===== src/rtl/iob_aoi_sweep.sv =====
// iob_aoi_sweep: exhaustive self-checking sweep for an AND-OR-INVERT cell.
// Walks all 16 {d,c,b,a} patterns through the external AOI. Each pattern is
// held for SETTLE idle cycles and then y_i is compared against
// ~((a&b)|(c&d)). The block counts mismatching patterns and records the
// first failing index.
module iob_aoi_sweep #(
    parameter int unsigned W      = 1,
    parameter int unsigned SETTLE = 1
) (
    input  logic         clk_i,
    input  logic         cke_i,
    input  logic         arst_i,
    input  logic         start_i,
    output logic [W-1:0] a_o,
    output logic [W-1:0] b_o,
    output logic [W-1:0] c_o,
    output logic [W-1:0] d_o,
    input  logic [W-1:0] y_i,
    output logic         busy_o,
    output logic         done_o,
    output logic         pass_o,
    output logic [4:0]   err_cnt_o,
    output logic [3:0]   first_err_o,
    output logic         first_err_vld_o
);

    typedef enum logic [2:0] {
        S_IDLE,
        S_DRIVE,
        S_SETTLE,
        S_CHECK,
        S_DONE
    } state_t;

    localparam logic [3:0] SETTLE_LD = 4'(SETTLE);

    state_t       state;
    logic [3:0]   idx;
    logic [3:0]   pattern;
    logic [3:0]   settle_cnt;
    logic         exp_bit;
    logic [W-1:0] exp_y;
    logic         mismatch;

    // Every lane carries the same pattern bit; the pattern register is the only source.
    assign a_o = {W{pattern[0]}};
    assign b_o = {W{pattern[1]}};
    assign c_o = {W{pattern[2]}};
    assign d_o = {W{pattern[3]}};

    // pass is only meaningful once the sweep has finished
    assign pass_o = done_o & (err_cnt_o == 5'd0);

    // Reference AOI response for the current pattern; any differing lane flags the pattern.
    always_comb begin
        exp_bit  = ~((pattern[0] & pattern[1]) | (pattern[2] & pattern[3]));
        exp_y    = {W{exp_bit}};
        mismatch = (y_i != exp_y);
    end

    // Sweep sequencer with registered status and result outputs.
    always_ff @(posedge clk_i or posedge arst_i) begin
        if (arst_i) begin
            state           <= S_IDLE;
            idx             <= '0;
            pattern         <= '0;
            settle_cnt      <= '0;
            err_cnt_o       <= '0;
            first_err_o     <= '0;
            first_err_vld_o <= 1'b0;
            busy_o          <= 1'b0;
            done_o          <= 1'b0;
        end else if (cke_i) begin
            case (state)
                S_IDLE, S_DONE: begin
                    if (start_i) begin
                        state           <= S_DRIVE;
                        idx             <= '0;
                        pattern         <= '0;
                        err_cnt_o       <= '0;
                        first_err_o     <= '0;
                        first_err_vld_o <= 1'b0;
                        busy_o          <= 1'b1;
                        done_o          <= 1'b0;
                    end
                end
                S_DRIVE: begin
                    settle_cnt <= SETTLE_LD;
                    if (SETTLE != 0) begin
                        state <= S_SETTLE;
                    end else begin
                        state <= S_CHECK;
                    end
                end
                S_SETTLE: begin
                    settle_cnt <= settle_cnt - 4'd1;
                    if (settle_cnt == 4'd1) begin
                        state <= S_CHECK;
                    end
                end
                S_CHECK: begin
                    if (mismatch) begin
                        err_cnt_o <= err_cnt_o + 5'd1;
                        if (!first_err_vld_o) begin
                            first_err_o     <= idx;
                            first_err_vld_o <= 1'b1;
                        end
                    end
                    if (idx == 4'd15) begin
                        // pattern is left at 15 so the outputs hold the last vector in DONE
                        state  <= S_DONE;
                        busy_o <= 1'b0;
                        done_o <= 1'b1;
                    end else begin
                        idx     <= idx + 4'd1;
                        pattern <= idx + 4'd1;
                        state   <= S_DRIVE;
                    end
                end
                default: begin
                    state  <= S_IDLE;
                    busy_o <= 1'b0;
                    done_o <= 1'b0;
                end
            endcase
        end
    end

endmodule


===== config.mk =====
export PLATFORM = sky130hd
export DESIGN_NAME = iob_aoi_sweep
export DESIGN_NICKNAME = d
export VERILOG_FILES = /design/src/rtl/iob_aoi_sweep.sv
export SDC_FILE = /design/constraint.sdc
export NUM_CORES = 1
export LEC_CHECK = 0
export ABC_AREA = 1
export BUFFER_PORTS_ARGS = -buffer_cell sky130_fd_sc_hd__buf_2
export CORE_ASPECT_RATIO = 0.75
export CORE_MARGIN = 2
export CORE_UTILIZATION = 58
export DETAILED_ROUTE_END_ITERATION = 6
export MAX_ROUTING_LAYER = met4
export PLACE_DENSITY = 0.88
export REMOVE_ABC_BUFFERS = 1
export SYNTH_ARGS = -nofsm -noshare
export SYNTH_HDL_FRONTEND = slang
export SYNTH_SLANG_ARGS = --single-unit

===== constraint.sdc =====
create_clock -name clk_i -period 3 [get_ports clk_i]
set_input_delay 0.75 -clock clk_i [delete_from_list [all_inputs] [get_ports clk_i]]
set_output_delay 0.75 -clock clk_i [all_outputs]
set_load 0.05 [all_outputs]

==> flow_summary.ini, run 1 <==
[timing]
setup-tns-final_ns = 0
rsz0062_at_grt = false
fin_skew_ns = 0.00425
tightest_slew_ns = 0.869
setup_viol = 0
slew_viol_final = 0
fin_crit_sh_pct = 75.3
fin_crit_ns = 2.26
hold_viol = 0
max_freq_mhz = 443
slew_headroom_pct = 42.0

[yosys]
synthXorXnorAreaFrac_pct = 4.16
yosys.area.top_type = dfrtp_1
syn_area_per_cell_um2 = 8.26
synthArstFlopShare_pct = 100
yosys_warnings = 0
synth_top_family_by_area = simple AND/OR/NAND/NOR gates
synth-edff-count = 0
synthMuxAreaShare_pct = 0
yosysSeqAreaShare_pct = 45.5
yosysUniqueCellTypes = 23
synthTopCellsByArea = dfrtp_1, nand2_1, nand3_1, inv_1, ha_1
synth_area_um2 = 1260
synth-compound-area-share_pct = 6.83
synthSimpleGateAreaFrac_pct = 33.2
synth_ff_type = dfrtp_1
synthAdderAreaFrac_pct = 4.95
netlist_instances = 153
synth_top_area_share_pct = 45.5
ys_ff_latch = 23

[die]
rows = 14
core_um2 = 2030
die_w_um = 57.9
die_area_um2 = 2570
dieHeight_um = 44.4
io_pins = 22
initial_core_util_pct = 62.2

[pwr]
p_per_area_nw_per_um2 = 789
ir_drop_uv = 661
finalPower_w = 0.00112
power_leakage_nw = 0.761

[finish]
syn_to_final_growth_pct = 12.9
post-route-util_pct = 70.2
nNetsFinal = 189
finalNonFillerCells = 202
drive_above_1_share_pct = 21.3
insertedDiodeCount = 0

[critical_path]
worstPathCellList = inv_1, ha_1, nand2_1, nor3b_1, buf_2
regToRegStartpoint = pattern[0]$_DFFE_PP0P_
end_kind = output pin
startpoint = err_cnt_o[0]$_DFFE_PP0P_
cp.required_ns = 2.25
cpPeakStageDelay_ns = 0.46
arrival_ns = 1.51
path_class = flop to output pin
slowest_stage = dfrtp_1
worstPathMaxFanout = 6
critPathLaunchType = flop

[clock_tree]
cts_tree = done
cts_setup_buffers = 0
numCtsBuffers = 3
cts_root_buffer = clkbuf_4
post_cts_resized = 0
clkTransAtPathRegs_ns = 0.13
htreeDepth = 1
clock_latency_ns = 0.32
clk_path_buf_depth = 2
clock_sinks = 23
ctsHoldBuffers = 0

[route]
wirelength_um = 2500
viasPerCell = 5.41
via_count = 1093
drtPass1Iterations = 4
avgRoutedWirePerCell_um = 12.4
antenna_left = 0
drc = 0
first_iter_violations = 85

[min_path]
hold_class = flop to flop
hold_path_startpoint = first_err_o[0]$_DFFE_PP0P_

[global_routing]
grt_first_pass_wirelength_um = 4320
grt_usage_pct = 22.8
grt_pass1_vias = 1044
grt_max_degree = 24
grt-ovfl-total = 0
antenna_found_initial = 0

[flow_run]
drv_cap = 0

[placed_design]
dp_cells = 198
hpwlAfterDp_um = 1860
port_buffers = 21
place_congestion = 0.904

[run_status]
run_status = finished clean
power breakdown:
group          leakage (nW)  switching (W)  internal [W]
registers             0.311      0.0000660      0.000378
clock network        0.0177      0.0000977     0.0000499
logic                 0.432       0.000382      0.000151
Yosys cell counts (3+ instances only):
cell type   n
nand3_1    14
o21ai_1     8
ha_1        5
nor2_4      3
o21ai_0     7
xor2_1      5
nor2_1      5
nand2_2     4
nand2_1    47
inv_1      17
nand3b_1    4
dfrtp_1    23
final timing paths:
| check | endpoint | slack [ns] | depth (start not counted) |
|---|---|---|---|
| worst max-delay path | pass_o | 0.74 | 5 |
| worst min-delay path | first_err_o[0]$_DFFE_PP0P_ | 0.49 | 2 |
| worst max register to register | err_cnt_o[4]$_DFFE_PP0P_ | 1.53 | 8 |
| worst min register to register | first_err_o[0]$_DFFE_PP0P_ | 0.49 | 2 |
| max in group asynchronous | first_err_o[2]$_DFFE_PP0P_ | 1.88 | 2 |
| min in group asynchronous | settle_cnt[1]$_DFFE_PP0P_ | 0.59 | 2 |
registers in the layout, indices dropped and copies added, names as in the netlist:
name / cells
first_err_o: 4
state: 3
err_cnt_o: 5
done_o: 1
busy_o: 1
settle_cnt: 4
first_err_vld_o: 1
pattern: 4
stage by stage:
| step | instance area [um2] | setup slack (ns) | hold slack, ns |
|---|---|---|---|
| finish | 1430 | 0.742 | 0.485 |
| global route | 1430 | 0.662 | 0.514 |
| floorplan | 1260 | 0.211 | 0.474 |
| detailed placement | 1400 | 1.10 | 0.453 |
| CTS | 1430 | 0.733 | 0.483 |
| global placement | 1400 | 1.14 | 0.450 |
layer usage:
metal  track usage, %  routed length, um  part of all wire (%)
met5                -                  0                     0
met4             7.91                  8                  0.32
met3             6.14                162                   6.5
met2             37.0               1180                    47
met1             27.8               1150                    46
layout by cell type (no fill, tap or decap), drive strengths merged:
cell,count
nor3b,1
nand2,52
xor2,5
a21oi,1
o22ai,1
nand4,1
ha,5
dfrtp,23
inv,18
xnor2,1
or2,1
o21ai,15
nor2,9
nand3b,4
clkinv,1
clkbuf,3
nand3,16
buf,21
worst max-delay path, delay by kind of cell, from the launching register on:
kind	cells	cell delay, ns
flops	1	0.46
buf+inv	2	0.38
simple gates	2	0.22
fa+ha+maj	1	0.14
logic make-up after synthesis:
logic type | count (synthesis)
AND/OR/NAND/NOR | 84
flip-flops | 23
buffers and inverters | 18
AO/OA/AOI/OAI | 17
XOR/XNOR | 6
adder cells (fa/ha/maj) | 5
cell type report:
type / count / area (um2)
Fill cell: 162 / 606
Multi-Input combinational cell: 112 / 621
Timing Repair Buffer: 21 / 105
Tap cell: 24 / 30.0
Clock buffer: 3 / 22.5
Inverter: 18 / 67.6
Clock inverter: 1 / 5.00
Sequential cell: 23 / 576
Note: power is estimated with default switching activity, not from simulation.
==> inputs of run 2 (changes only) <==
Settings changed: CORE_UTILIZATION 58 to 49, PLACE_DENSITY 0.88 to 0.8.
Clock period 3 ns to 1.8 ns, I/O delays scaled along.
==> run 2 against run 1 <==
  * Combinational power increased by 80%
  * Clock skew decreased by 0.0016 ns
  * Via count decreased by 0.37%
  * Critical path depth unchanged
  * Non-clock buffer count increased by 5
  * Clock power increased by 64%
  * First-iteration DRC count decreased by 33%
  * The flow now finishes with violations (setup timing)
  * Total power increased by 71%
  * Routed wire length decreased by 3.2%
  * Worst hold slack got worse by 0.34 ns
==> flow_summary.ini, run 2 (synthesis results as in run 1) <==
[clock_tree]
ctsHoldBuffers = 0
cts_root_buffer = clkbuf_4
cts_tree = done
clock_latency_ns = 0.32
numCtsBuffers = 3
clkTransAtPathRegs_ns = 0.12
clk_path_buf_depth = 2
htreeDepth = 1
clock_sinks = 23

[finish]
drive_above_1_share_pct = 26.2
syn_to_final_growth_pct = 18.9
multi_input_area_um2 = 641
final_cell_mix = nand2_1, dfrtp_1, buf_2
seqCellArea_um2 = 577
nNetsFinal = 194
regMostFlops = err_cnt_o
insertedDiodeCount = 0
nFillCells = 217
layout_commonest_cell = nand2_1
largest_register_ffs = 5

[route]
drc = 0
via_count = 1089
antenna_left = 0
drtPass1Iterations = 4
avgRoutedWirePerCell_um = 11.1
first_iter_violations = 57
viasPerCell = 5.02
wirelength_um = 2420

[die]
rows = 15
io_pins = 22
die_area_um2 = 3010
initial_core_util_pct = 53.4
dieHeight_um = 48.0
core_um2 = 2360
die_w_um = 62.6

[critical_path]
cp_num_cells = 5
cp.buffers_inverters = 2
crit_family = flip-flops
end_kind = output pin
slowest_stage = dfrtp_1
cpPeakStageDelay_ns = 0.42
worstPathCellList = inv_2, ha_4, nand2_2, nor3b_2, buf_6
critPathLaunchType = flop
arrival_ns = 1.38
r2r_cells = 7
path_class = flop to output pin
worstPathMaxFanout = 2
cp.required_ns = 1.35

[global_routing]
top_usage_layer = met2
grtUsageMet1_pct = 22.5
antenna_found_initial = 0
use_met2_pct = 31.6
grt_usage_pct = 19.5
grt_max_degree = 24
grt_pass1_vias = 1014
grt_first_pass_wirelength_um = 4220
grt-ovfl-total = 0
met3_usage_pct = 5.18

[pwr]
finalPower_w = 0.00193
ir_drop_uv = 709
power_leakage_nw = 0.789
p_per_area_nw_per_um2 = 1280

[timing]
rsz0062_at_grt = true
fin_crit_sh_pct = 102
max_freq_mhz = 547
setup_viol = 1
slew_viol_final = 0
hold_viol = 0
hold_ws_ns = 0.140
fin_skew_ns = 0.00264
slew_headroom_pct = 80.2
tightest_slew_ns = 0.297
fin_crit_ns = 1.83
setup_ws_ns = -0.0274

[placed_design]
hpwlAfterDp_um = 1820
place_ws_ns = 0.164
place_congestion = 0.845
port_buffers = 21

[flow_run]
drv_cap = 0

[run_status]
failed_checks = setup timing
run_status = finished, violations left

[min_path]
hold_class = primary input to async pin
run 2: timing repair:
action	CTS	global route
gates resized for setup	3	6
endpoints found under the setup margin	1	1
pin swaps	0	2
setup buffers	2	2
run 2: path summary, 6_finish.rpt:
path / startpoint / end / slack, ns
worst min-delay path: arst_i / err_cnt_o[4]$_DFFE_PP0P_ / 0.14
worst max register to register: pattern[0]$_DFFE_PP0P_ / first_err_o[2]$_DFFE_PP0P_ / 0.36
max in group asynchronous: arst_i / err_cnt_o[2]$_DFFE_PP0P_ / 1.42
worst min register to register: first_err_o[3]$_DFFE_PP0P_ / first_err_o[3]$_DFFE_PP0P_ / 0.48
worst max-delay path: err_cnt_o[0]$_DFFE_PP0P_ / pass_o / -0.03
min in group clk_i: cke_i / state[0]$_DFFE_PP0P_ / 0.37
run 2: tightest hold or removal path, stage by stage:
cell   delay (ns)
buf_2        0.09
inv_1        0.04
buf_4        0.29
run 2: power breakdown:
group          switching, W  internal (W)  total, W  leakage, nW
sequential        0.0000959      0.000631  0.000727        0.310
clock              0.000155     0.0000869  0.000242       0.0150
combinational      0.000662      0.000297  0.000960        0.464
total              0.000913       0.00102   0.00193        0.789
run 2: per-stage QoR:
step | setup TNS, ns | instance area [um2] | utilization (%) | std cells
after CTS | -0.0548 | 1470 | 62.2 | 215
after global placement | 0 | 1420 | 60.0 | 209
after global routing | -0.108 | 1500 | 63.5 | 217
after floorplan | -0.689 | 1260 | - | 153
after detailed placement | 0 | 1420 | 60.0 | 209
final | -0.0274 | 1500 | 63.5 | 217
run 2: cell type report:
| type | count | share of cell area, % |
|---|---|---|
| multi-input cells | 112 | 42.6 |
| inverters | 18 | 4.50 |
| clock buffers | 4 | 1.75 |
| well taps | 34 | 2.83 |
| repair buffers | 26 | 9.91 |
| flip-flops and latches | 23 | 38.4 |
run 2: metal layers:
metal  share of wire, %  vias to the layer above  wire length, um
li1                   -                      555                -
met4                2.1                        0               50
met3                5.1                        6              123
met2                 45                       26             1090
met5                  0                        -                0
met1                 48                      502             1150
==> inputs of run 3 (changes only) <==
==> constraint.sdc (replaced) <==
create_clock -name clk_i -period 1.8 [get_ports clk_i]
set_input_delay 0.45 -clock clk_i [delete_from_list [all_inputs] [get_ports clk_i]]
set_output_delay 0.45 -clock clk_i [all_outputs]
set_load 0.02 [all_outputs]
==> run 3 against run 2 <==
  * The run now ends clean
  * Final cell count down 0.92%
  * Critical path depth unchanged
  * Non-clock buffer count down 2
  * Clock power down 2%
  * Routed wire length down 1.1%
  * Critical endpoint unchanged
  * Largest power group unchanged
==> flow_summary.ini, run 3 (synthesis results as in run 1) <==
[pwr]
ir_drop_uv = 640
finalPower_w = 0.00176
power_leakage_nw = 0.776
p_per_area_nw_per_um2 = 1200

[finish]
layout_commonest_cell = nand2_1
drive_above_1_share_pct = 23.2
final_cell_mix = nand2_1, dfrtp_1, buf_2
seqCellArea_um2 = 577
insertedDiodeCount = 0
multi_input_area_um2 = 626
syn_to_final_growth_pct = 16.2
regMostFlops = err_cnt_o
nFillCells = 202
nNetsFinal = 192
largest_register_ffs = 5

[global_routing]
grt_usage_pct = 18.1
grt_pass1_vias = 975
antenna_found_initial = 0
grt_first_pass_wirelength_um = 4010
grt-ovfl-total = 0
grt_max_degree = 24

[route]
viasPerCell = 5.05
wl_met3_um = 106
drtPass1Iterations = 4
via_count = 1085
top_layer = met4
wl_met2_um = 1140
avgRoutedWirePerCell_um = 11.1
antenna_left = 0
first_iter_violations = 93
drc = 0
m1WireLength_um = 1130
wirelength_um = 2390

[timing]
fin_crit_sh_pct = 95.7
setup-tns-final_ns = 0
setup_viol = 0
setup_ws_ns = 0.0777
tightest_slew_ns = 0.294
hold_viol = 0
rsz0062_at_grt = true
slew_viol_final = 0
fin_crit_ns = 1.72
slew_headroom_pct = 80.4
fin_skew_ns = 0.00676
max_freq_mhz = 581

[die]
io_pins = 22
rows = 15
initial_core_util_pct = 53.4
die_area_um2 = 3010
die_w_um = 62.6
core_um2 = 2360
dieHeight_um = 48.0

[critical_path]
slowest_stage = dfrtp_1
cp.required_ns = 1.35
arrival_ns = 1.27
worstPathMaxFanout = 2
critPathLaunchType = flop
end_kind = output pin
worstPathCellList = inv_1, ha_1, nand2_1, nor3b_2, buf_4
path_class = flop to output pin
cpPeakStageDelay_ns = 0.40

[min_path]
hold_class = primary input to async pin

[clock_tree]
htreeDepth = 1
ctsHoldBuffers = 0
cts_root_buffer = clkbuf_4
clock_sinks = 23
numCtsBuffers = 3
clkTransAtPathRegs_ns = 0.12
clock_latency_ns = 0.31
clk_path_buf_depth = 2
cts_tree = done

[placed_design]
hpwlAfterDp_um = 1810
place_ws_ns = 0.316
port_buffers = 21
place_congestion = 0.842

[flow_run]
drv_cap = 0

[run_status]
run_status = finished clean
run 3: final timing paths:
kind / end / slack, ns / start / cells after the start
worst min-delay path: err_cnt_o[4]$_DFFE_PP0P_ / 0.15 / arst_i / 3
worst min register to register: first_err_o[3]$_DFFE_PP0P_ / 0.48 / first_err_o[3]$_DFFE_PP0P_ / 2
max in group asynchronous: err_cnt_o[2]$_DFFE_PP0P_ / 1.41 / arst_i / 3
worst max-delay path: pass_o / 0.08 / err_cnt_o[0]$_DFFE_PP0P_ / 5
worst max register to register: err_cnt_o[2]$_DFFE_PP0P_ / 0.38 / pattern[0]$_DFFE_PP0P_ / 7
min in group clk_i: state[0]$_DFFE_PP0P_ / 0.38 / cke_i / 2
run 3: cell type report:
class,count,area share [%]
Clock buffer,4,1.79
Inverter,18,4.60
Multi-Input combinational cell,112,42.6
Sequential cell,23,39.3
Tap cell,34,2.90
Timing Repair Buffer,24,8.86
run 3: metal layers:
| layer | track usage [%] | vias to the layer above |
|---|---|---|
| li1 | - | 553 |
| met1 | 21.0 | 508 |
| met2 | 31.6 | 22 |
| met3 | 4.47 | 2 |
| met4 | 6.67 | 0 |
| met5 | - | - |
run 3: worst max-delay path: cells and delay by family, from the launching register on:
| kind | cells | cell delay (ns) |
|---|---|---|
| flip-flops | 1 | 0.40 |
| adder cells (fa/ha/maj) | 1 | 0.13 |
| buffers and inverters | 2 | 0.22 |
| AND/OR/NAND/NOR | 2 | 0.21 |
run 3: through the flow:
step | hold slack [ns] | cell area (um2) | util [%] | instances
after global placement | 0.452 | 1420 | 60.0 | 209
after detailed placement | 0.461 | 1420 | 60.0 | 209
after CTS | 0.145 | 1460 | 61.7 | 215
after floorplan | 0.452 | 1260 | - | 153
after global routing | 0.156 | 1470 | 62.1 | 215
final | 0.146 | 1470 | 62.1 | 215
run 3: power breakdown:
group | switching (W) | internal, W
logic | 0.000523 | 0.000274
clock network | 0.000151 | 0.0000867
registers | 0.0000954 | 0.000631
run 3: repair_timing:
action,in CTS,in global routing
resized for setup,0,3
setup buffers,2,0
hold endpoints to repair,0,0
endpoints found under the setup margin,1,1
